==> src/rtl/adc_capture_scheduler_if.sv <==
// Signal bundle between the PS command/config side, the capture engine and the
// capture scheduler. The scheduler connects through the slave modport.
interface adc_capture_scheduler_if #(
    parameter int CNT_W = 32
);
    logic             cfg_start;
    logic             cfg_stop;
    logic [CNT_W-1:0] cfg_len;
    logic [CNT_W-1:0] cfg_period;
    logic [15:0]      cfg_burst;
    logic [7:0]       cfg_ch_sel;

    // Engine handshake: sample_start is a level request held until the engine
    // answers with st_clr (sampled on the rising clock edge); samp_valid is a
    // single-cycle qualifier per sample set and has no back-pressure.
    logic             st_clr;
    logic             samp_valid;
    logic             sample_start;
    logic [CNT_W-1:0] sample_len;
    logic [7:0]       ch_sel;

    logic             busy;
    logic             cap_done;
    logic             sched_done;
    logic [15:0]      cap_idx;
    logic             err_timeout;
    logic             err_overrun;
    logic             err_cfg;

    modport master (
        output cfg_start, cfg_stop, cfg_len, cfg_period, cfg_burst, cfg_ch_sel,
               st_clr, samp_valid,
        input  sample_start, sample_len, ch_sel, busy, cap_done, sched_done,
               cap_idx, err_timeout, err_overrun, err_cfg
    );

    modport slave (
        input  cfg_start, cfg_stop, cfg_len, cfg_period, cfg_burst, cfg_ch_sel,
               st_clr, samp_valid,
        output sample_start, sample_len, ch_sel, busy, cap_done, sched_done,
               cap_idx, err_timeout, err_overrun, err_cfg
    );
endinterface

==> src/rtl/adc_capture_scheduler.sv <==
// Sequences single, burst or continuous periodic captures of the LTC2324-16
// engine; flags ack timeout, period overrun and rejected configuration.
module adc_capture_scheduler #(
    parameter int ACK_TIMEOUT = 1024,
    parameter int MIN_GAP     = 8,
    parameter int CNT_W       = 32
) (
    input  logic                   adc_clk,
    input  logic                   adc_rst,
    adc_capture_scheduler_if.slave bus,
    output logic [1:0]             dbg_state
);
    typedef enum logic [1:0] {IDLE = 2'd0, ARM = 2'd1, RUN = 2'd2, GAP = 2'd3} state_t;

    localparam logic [CNT_W-1:0] ONE = {{(CNT_W-1){1'b0}}, 1'b1};

    state_t           state, state_nxt;
    logic [CNT_W-1:0] len_q, period_q;
    logic [CNT_W-1:0] ack_cnt, per_cnt, gap_cnt, samp_cnt;
    logic [15:0]      burst_q, cap_idx_q;
    logic [7:0]       ch_sel_q;
    logic             stop_pending, cap_done_q, sched_done_q;
    logic             err_timeout_q, err_overrun_q, err_cfg_q;

    logic start_ok, stop_now, last_samp, burst_met, ack_expired;
    logic period_hit, period_ok, gap_ok, enter_arm;

    always_comb begin
        start_ok    = bus.cfg_start && (bus.cfg_len != '0);
        stop_now    = stop_pending || bus.cfg_stop;
        last_samp   = bus.samp_valid && (samp_cnt == len_q - ONE);
        burst_met   = (burst_q != 16'd0) && (({1'b0, cap_idx_q} + 17'd1) == {1'b0, burst_q});
        ack_expired = (ack_cnt == CNT_W'(ACK_TIMEOUT - 1));
        // Period timer starts at ARM entry, so leaving GAP at period-1 puts the
        // next ARM entry exactly cfg_period cycles after the previous one.
        period_hit  = (per_cnt >= period_q - ONE);
        period_ok   = (period_q == '0) || period_hit;
        gap_ok      = (gap_cnt >= CNT_W'(MIN_GAP));
        enter_arm   = (state_nxt == ARM) && (state != ARM);
    end

    always_ff @(posedge adc_clk or posedge adc_rst) begin
        if (adc_rst) state <= IDLE;
        else         state <= state_nxt;
    end

    always_comb begin
        state_nxt = state;
        case (state)
            IDLE: if (start_ok) state_nxt = ARM;
            ARM: begin
                if (bus.st_clr)       state_nxt = RUN;
                else if (ack_expired) state_nxt = IDLE;
            end
            RUN: if (last_samp) state_nxt = (stop_now || burst_met) ? IDLE : GAP;
            GAP: begin
                if (stop_now)                  state_nxt = IDLE;
                else if (gap_ok && period_ok)  state_nxt = ARM;
            end
            default: state_nxt = IDLE;
        endcase
    end

    always_comb begin
        bus.sample_start = (state == ARM);
        bus.busy         = (state != IDLE);
        dbg_state        = state;
    end

    always_ff @(posedge adc_clk or posedge adc_rst) begin
        if (adc_rst) begin
            len_q         <= '0;
            period_q      <= '0;
            burst_q       <= '0;
            ch_sel_q      <= '0;
            cap_idx_q     <= '0;
            ack_cnt       <= '0;
            per_cnt       <= '0;
            gap_cnt       <= '0;
            samp_cnt      <= '0;
            stop_pending  <= 1'b0;
            cap_done_q    <= 1'b0;
            sched_done_q  <= 1'b0;
            err_timeout_q <= 1'b0;
            err_overrun_q <= 1'b0;
            err_cfg_q     <= 1'b0;
        end else begin
            cap_done_q   <= 1'b0;
            sched_done_q <= 1'b0;

            if (enter_arm) begin
                ack_cnt <= '0;
                per_cnt <= '0;
            end else begin
                if (state == ARM) ack_cnt <= ack_cnt + ONE;
                if (per_cnt != '1) per_cnt <= per_cnt + ONE;
            end

            if (state_nxt == GAP && state != GAP)  gap_cnt <= ONE;
            else if (state == GAP && !gap_ok)       gap_cnt <= gap_cnt + ONE;

            if (state == IDLE)          stop_pending <= start_ok && bus.cfg_stop;
            else if (state_nxt == IDLE) stop_pending <= 1'b0;
            else if (bus.cfg_stop)      stop_pending <= 1'b1;

            case (state)
                IDLE: begin
                    if (start_ok) begin
                        len_q         <= bus.cfg_len;
                        period_q      <= bus.cfg_period;
                        burst_q       <= bus.cfg_burst;
                        ch_sel_q      <= bus.cfg_ch_sel;
                        cap_idx_q     <= '0;
                        samp_cnt      <= '0;
                        err_timeout_q <= 1'b0;
                        err_overrun_q <= 1'b0;
                        err_cfg_q     <= 1'b0;
                    end else if (bus.cfg_start) begin
                        err_cfg_q <= 1'b1;
                    end
                end
                ARM: begin
                    if (!bus.st_clr && ack_expired) begin
                        err_timeout_q <= 1'b1;
                        sched_done_q  <= 1'b1;
                    end
                end
                RUN: begin
                    if (last_samp) begin
                        samp_cnt   <= '0;
                        cap_done_q <= 1'b1;
                        if (cap_idx_q != 16'hFFFF) cap_idx_q <= cap_idx_q + 16'd1;
                        if (stop_now || burst_met)               sched_done_q  <= 1'b1;
                        else if (period_q != '0 && period_hit)   err_overrun_q <= 1'b1;
                    end else if (bus.samp_valid) begin
                        samp_cnt <= samp_cnt + ONE;
                    end
                end
                GAP: if (stop_now) sched_done_q <= 1'b1;
                default: ;
            endcase
        end
    end

    assign bus.sample_len  = len_q;
    assign bus.ch_sel      = ch_sel_q;
    assign bus.cap_done    = cap_done_q;
    assign bus.sched_done  = sched_done_q;
    assign bus.cap_idx     = cap_idx_q;
    assign bus.err_timeout = err_timeout_q;
    assign bus.err_overrun = err_overrun_q;
    assign bus.err_cfg     = err_cfg_q;
endmodule

==> src/flat_wrapper.sv <==
// flat-port wrapper written by rule: the top's interface ports become plain ports
module adc_capture_scheduler_flat 
#(
    parameter int ACK_TIMEOUT = 1024,
    parameter int MIN_GAP     = 8,
    parameter int CNT_W       = 32
)
  (adc_clk, adc_rst, dbg_state, bus_cfg_start, bus_cfg_stop, bus_cfg_len, bus_cfg_period, bus_cfg_burst, bus_cfg_ch_sel, bus_st_clr, bus_samp_valid, bus_sample_start, bus_sample_len, bus_ch_sel, bus_busy, bus_cap_done, bus_sched_done, bus_cap_idx, bus_err_timeout, bus_err_overrun, bus_err_cfg);
  adc_capture_scheduler_if #(.CNT_W(CNT_W)) bus_i ();
  input  logic adc_clk;
  input  logic adc_rst;
  output logic [1:0] dbg_state;
  input wire logic [$bits(bus_i.cfg_start)-1:0] bus_cfg_start;
  input wire logic [$bits(bus_i.cfg_stop)-1:0] bus_cfg_stop;
  input wire logic [$bits(bus_i.cfg_len)-1:0] bus_cfg_len;
  input wire logic [$bits(bus_i.cfg_period)-1:0] bus_cfg_period;
  input wire logic [$bits(bus_i.cfg_burst)-1:0] bus_cfg_burst;
  input wire logic [$bits(bus_i.cfg_ch_sel)-1:0] bus_cfg_ch_sel;
  input wire logic [$bits(bus_i.st_clr)-1:0] bus_st_clr;
  input wire logic [$bits(bus_i.samp_valid)-1:0] bus_samp_valid;
  output wire logic [$bits(bus_i.sample_start)-1:0] bus_sample_start;
  output wire logic [$bits(bus_i.sample_len)-1:0] bus_sample_len;
  output wire logic [$bits(bus_i.ch_sel)-1:0] bus_ch_sel;
  output wire logic [$bits(bus_i.busy)-1:0] bus_busy;
  output wire logic [$bits(bus_i.cap_done)-1:0] bus_cap_done;
  output wire logic [$bits(bus_i.sched_done)-1:0] bus_sched_done;
  output wire logic [$bits(bus_i.cap_idx)-1:0] bus_cap_idx;
  output wire logic [$bits(bus_i.err_timeout)-1:0] bus_err_timeout;
  output wire logic [$bits(bus_i.err_overrun)-1:0] bus_err_overrun;
  output wire logic [$bits(bus_i.err_cfg)-1:0] bus_err_cfg;
  assign bus_i.cfg_start = bus_cfg_start;
  assign bus_i.cfg_stop = bus_cfg_stop;
  assign bus_i.cfg_len = bus_cfg_len;
  assign bus_i.cfg_period = bus_cfg_period;
  assign bus_i.cfg_burst = bus_cfg_burst;
  assign bus_i.cfg_ch_sel = bus_cfg_ch_sel;
  assign bus_i.st_clr = bus_st_clr;
  assign bus_i.samp_valid = bus_samp_valid;
  assign bus_sample_start = bus_i.sample_start;
  assign bus_sample_len = bus_i.sample_len;
  assign bus_ch_sel = bus_i.ch_sel;
  assign bus_busy = bus_i.busy;
  assign bus_cap_done = bus_i.cap_done;
  assign bus_sched_done = bus_i.sched_done;
  assign bus_cap_idx = bus_i.cap_idx;
  assign bus_err_timeout = bus_i.err_timeout;
  assign bus_err_overrun = bus_i.err_overrun;
  assign bus_err_cfg = bus_i.err_cfg;
  adc_capture_scheduler #(.ACK_TIMEOUT(ACK_TIMEOUT), .MIN_GAP(MIN_GAP), .CNT_W(CNT_W)) u_core (.adc_clk(adc_clk), .adc_rst(adc_rst), .bus(bus_i), .dbg_state(dbg_state));
endmodule
==> config.mk <==
export PLATFORM = sky130hd
export DESIGN_NAME = adc_capture_scheduler_flat
export DESIGN_NICKNAME = d
export VERILOG_FILES = /design/src/rtl/adc_capture_scheduler_if.sv /design/src/rtl/adc_capture_scheduler.sv /design/src/flat_wrapper.sv
export SDC_FILE = /design/constraint.sdc
export NUM_CORES = 1
export LEC_CHECK = 0
export ABC_AREA = 0
export BUFFER_PORTS_ARGS = -buffer_cell sky130_fd_sc_hd__buf_2
export CORE_ASPECT_RATIO = 1.2
export CORE_MARGIN = 8
export CORE_UTILIZATION = 40
export CTS_BUF_LIST = sky130_fd_sc_hd__clkbuf_2
export CTS_CLUSTER_SIZE = 14
export DETAILED_ROUTE_END_ITERATION = 8
export GPL_TIMING_DRIVEN = 0
export SLEW_MARGIN = 20
export SYNTH_ARGS = -nofsm -noshare
export SYNTH_HDL_FRONTEND = slang
export SYNTH_SLANG_ARGS = --single-unit
==> constraint.sdc <==
create_clock -name adc_clk -period 11.5 [get_ports adc_clk]
set_input_delay 1.15 -clock adc_clk [delete_from_list [all_inputs] [get_ports adc_clk]]
set_output_delay 1.15 -clock adc_clk [all_outputs]
set_load 0.05 [all_outputs]
==> results.py <==
metrics = {
    "status": {
        "outcome": "finished, final reports clean",
    },
    "logic_synthesis": {
        "synth_edf_count": 0,
        "avgSynthCellArea_um2": 8.629,
        "yosysTopAreaCell": "dfrtp_1",
        "ys_types": 66,
        "synth_nets": 1711,
        "ys_ff_latch": 240,
        "ys_seq_area_frac": 0.4416,
        "synth_ff_type": "dfrtp_1",
        "ys_warn_count": 0,
        "synth_area_um2": 13600,
        "synth_top_area_frac": 0.4416,
        "netlist_instances": 1576,
        "netlist_top_cells_area": "dfrtp_1, nand2_1, xnor2_1",
        "async_flop_share": 1.000,
    },
    "route": {
        "firstDrtPassIters": 5,
        "num_vias": 12160,
        "via_per_inst": 5.280,
        "drt_iter0_drc": 744,
        "drc": 0,
        "wl_mm": 39.53,
        "ant_nets": 0,
        "wl_per_cell_um": 17.17,
    },
    "critical_path": {
        "endpoint_kind": "flop",
        "critPathKind": "flop to flop",
        "crit_fanout": 10,
        "cp_data_required_time_ns": 12.21,
        "start_kind": "flop",
        "arrival_ns": 6.59,
    },
    "cells_and_area": {
        "final_cell_mix": "nand2_1, dfrtp_1, buf_2",
        "nets": 1941,
        "multi_input_area_um2": 7181,
        "drive_gt1_frac": 0.1591,
        "regArea_um2": 6006,
        "final_cells": 2303,
        "mostFrequentLayoutCell": "nand2_1",
        "syn_to_final_growth_pct": 14.38,
        "n_fill_cell": 3390,
    },
    "clock_tree": {
        "cts_hold_buffers": 0,
        "cts_buffers": 68,
        "cts-root-buf": "clkbuf_2",
        "clock_latency_ns": 0.86,
        "cts_resized": 0,
        "clk_pin_slew_ns": 0.11,
        "clock-sinks": 240,
        "h-tree-depth": 3,
        "post-cts-setup-buffers": 0,
        "cts_tree": "yes",
        "cts_buffer_depth": 3,
    },
    "flow_run": {
        "drv_cap": 0,
    },
    "timing": {
        "final_max_slew_viol_count": 0,
        "fin_skew_ns": 0.08497,
        "hold_violations": 0,
        "fin_crit_ns": 5.880,
        "setup_tns_ns": 0,
        "rsz0062_at_grt": "false",
        "worst_slew_pin_slew_ns": 0.8373,
        "max_freq_ghz": 0.1701,
        "max_slew_margin": 0.4339,
        "finalCritPeriodShare": 0.5113,
        "setup-violations-final": 0,
        "whs_ns": 0.3810,
    },
    "floorplan": {
        "design.core.area_um2": 33790,
        "die_h_um": 218.0,
        "ioPinCount": 159,
        "fp-row-count": 74,
        "dieArea_um2": 40180,
        "start_util": 0.4024,
        "die_w_um": 184.3,
    },
    "grt": {
        "grt_use_total": 0.1972,
        "grt_pass1_vias": 12270,
        "grt_pass1_wl_mm": 63.25,
        "gr-total-overflow": 0,
        "antenna_found_initial": 4,
        "grt_max_degree": 103,
    },
    "placed_design": {
        "gp_congestion": 0.9328,
        "io_buffers": 158,
        "dp_hpwl_mm": 29.66,
        "placed_cells": 2192,
    },
    "worst_hold_path": {
        "hp-class": "input port to asynchronous set/reset pin",
    },
    "power_and_ir_drop": {
        "peakVddDrop_uv": 164.6,
        "power.leakage_nw": 7.338,
        "power_density_nw_per_um2": 233.4,
    },
}
==> flip-flops by register name, indices dropped and copies added, names as in the netlist, 8 cells and up <==
register and flops:
u_core.per_cnt 32, u_core.bus.cap_idx 16, u_core.bus.sample_len 32, u_core.bus.ch_sel 8, u_core.ack_cnt 32, u_core.gap_cnt 32, u_core.burst_q 16, u_core.samp_cnt 32
u_core.period_q 32
==> report_power, final <==
part	internal, W	switching (W)
Sequential	0.00106	0.000283
Combinational	0.000551	0.00116
Clock	0.000210	0.000363
Total	0.00182	0.00181
==> synth_stat cells (4+ instances only) <==
cell type and n:
nand4_1 49, o31ai_1 4, a22o_1 4, o41ai_1 4, nor2_1 149, a211oi_1 4
or2_2 13, and2_1 6, nor3b_1 5, nand2b_1 18, a21oi_1 29, o311ai_0 4
and3_1 21, dfrtp_1 240, o2bb2ai_1 8, xnor2_1 82, nand3b_1 5, buf_2 11
o21ai_0 55, buf_1 7, and4_1 10, clkbuf_1 51, nor3_1 44, mux2i_1 7
a31oi_1 8, nand3_1 60, inv_1 32, o21ai_1 7, o21a_1 6, nor4_1 49
or4_1 6, ha_1 41, o211ai_1 9, nor2b_1 38, nand2_1 343, xor2_1 79
a22oi_1 5, or3_1 17
==> final cells by class <==
type,instances,area share
multi-input combinational,1233,0.4616
sequential,240,0.3861
timing repair buffer,160,0.05438
tap,456,0.03668
clock buffer,91,0.02928
buffer,71,0.01898
inverter,32,0.008205
clock inverter,15,0.003941
antenna,5,0.0008044
==> worst paths after layout <==
path / depth (start not counted) / endpoint / startpoint / slack (ns)
worst max-delay path: 20 / u_core.ack_cnt[4] / u_core.period_q[13] / 5.62
worst min-delay path: 2 / u_core.gap_cnt[14] / adc_rst / 0.38
worst max register to register: 20 / u_core.ack_cnt[4] / u_core.period_q[13] / 5.62
worst min register to register: 2 / u_core.bus.ch_sel[4] / u_core.bus.ch_sel[4] / 0.49
max in group asynchronous: 4 / u_core.ack_cnt[4] / adc_rst / 9.79
min in group adc_clk: 3 / u_core.bus.ch_sel[7] / bus_cfg_ch_sel[7] / 0.47
==> per-stage QoR <==
stage	power, W	area, um2	setup WS (ns)	util
5_1_grt	0.003910	15550	5.194	0.4603
6_report	0.003631	15550	5.620	0.4603
3_5_place_dp	0.003066	15030	5.668	0.4446
2_1_floorplan	0.002552	13600	3.762	-
3_3_place_gp	0.003028	14960	0.8499	0.4427
4_1_cts	0.003660	15540	5.585	0.4599
==> layer usage <==
layer / global-route usage / routed length, um
met1: 0.2376 / 17020
met2: 0.3237 / 18660
met3: 0.04767 / 2220
met4: 0.1018 / 1626
met5: 0 / 0
==> worst max-delay path, cell delays in order (launching register included) <==
cell and delay, ns:
dfrtp_1 0.43, or4_1 0.67, or3_1 0.39, or3_1 0.38
or2_2 0.33, nor4_1 0.48, nand2_1 0.19, nor3_1 0.22
xnor2_1 0.15, ha_1 0.26, nand4_1 0.13, nor4_1 0.09
a22oi_1 0.17, nand2_1 0.07, a311oi_1 0.56, a21oi_1 0.15
nor2b_1 0.52, nor3_4 0.15, buf_6 0.18, buf_6 0.14
nor2_1 0.10
==> logic make-up (layout without fill, tap and decap cells) <==
kind of cell	after synthesis	in the layout	share of synthesized area
AOI/OAI and AO/OA	176	176	0.08382
muxes	8	8	0.005980
other	0	5	0
adders and majority gates	41	41	0.03772
and+or+nand+nor	847	847	0.2966
DFF	240	240	0.4416
buffers and inverters	103	369	0.03055
xor gates and xnor gates	161	161	0.1037
Note: power is estimated with default switching activity, not from simulation.
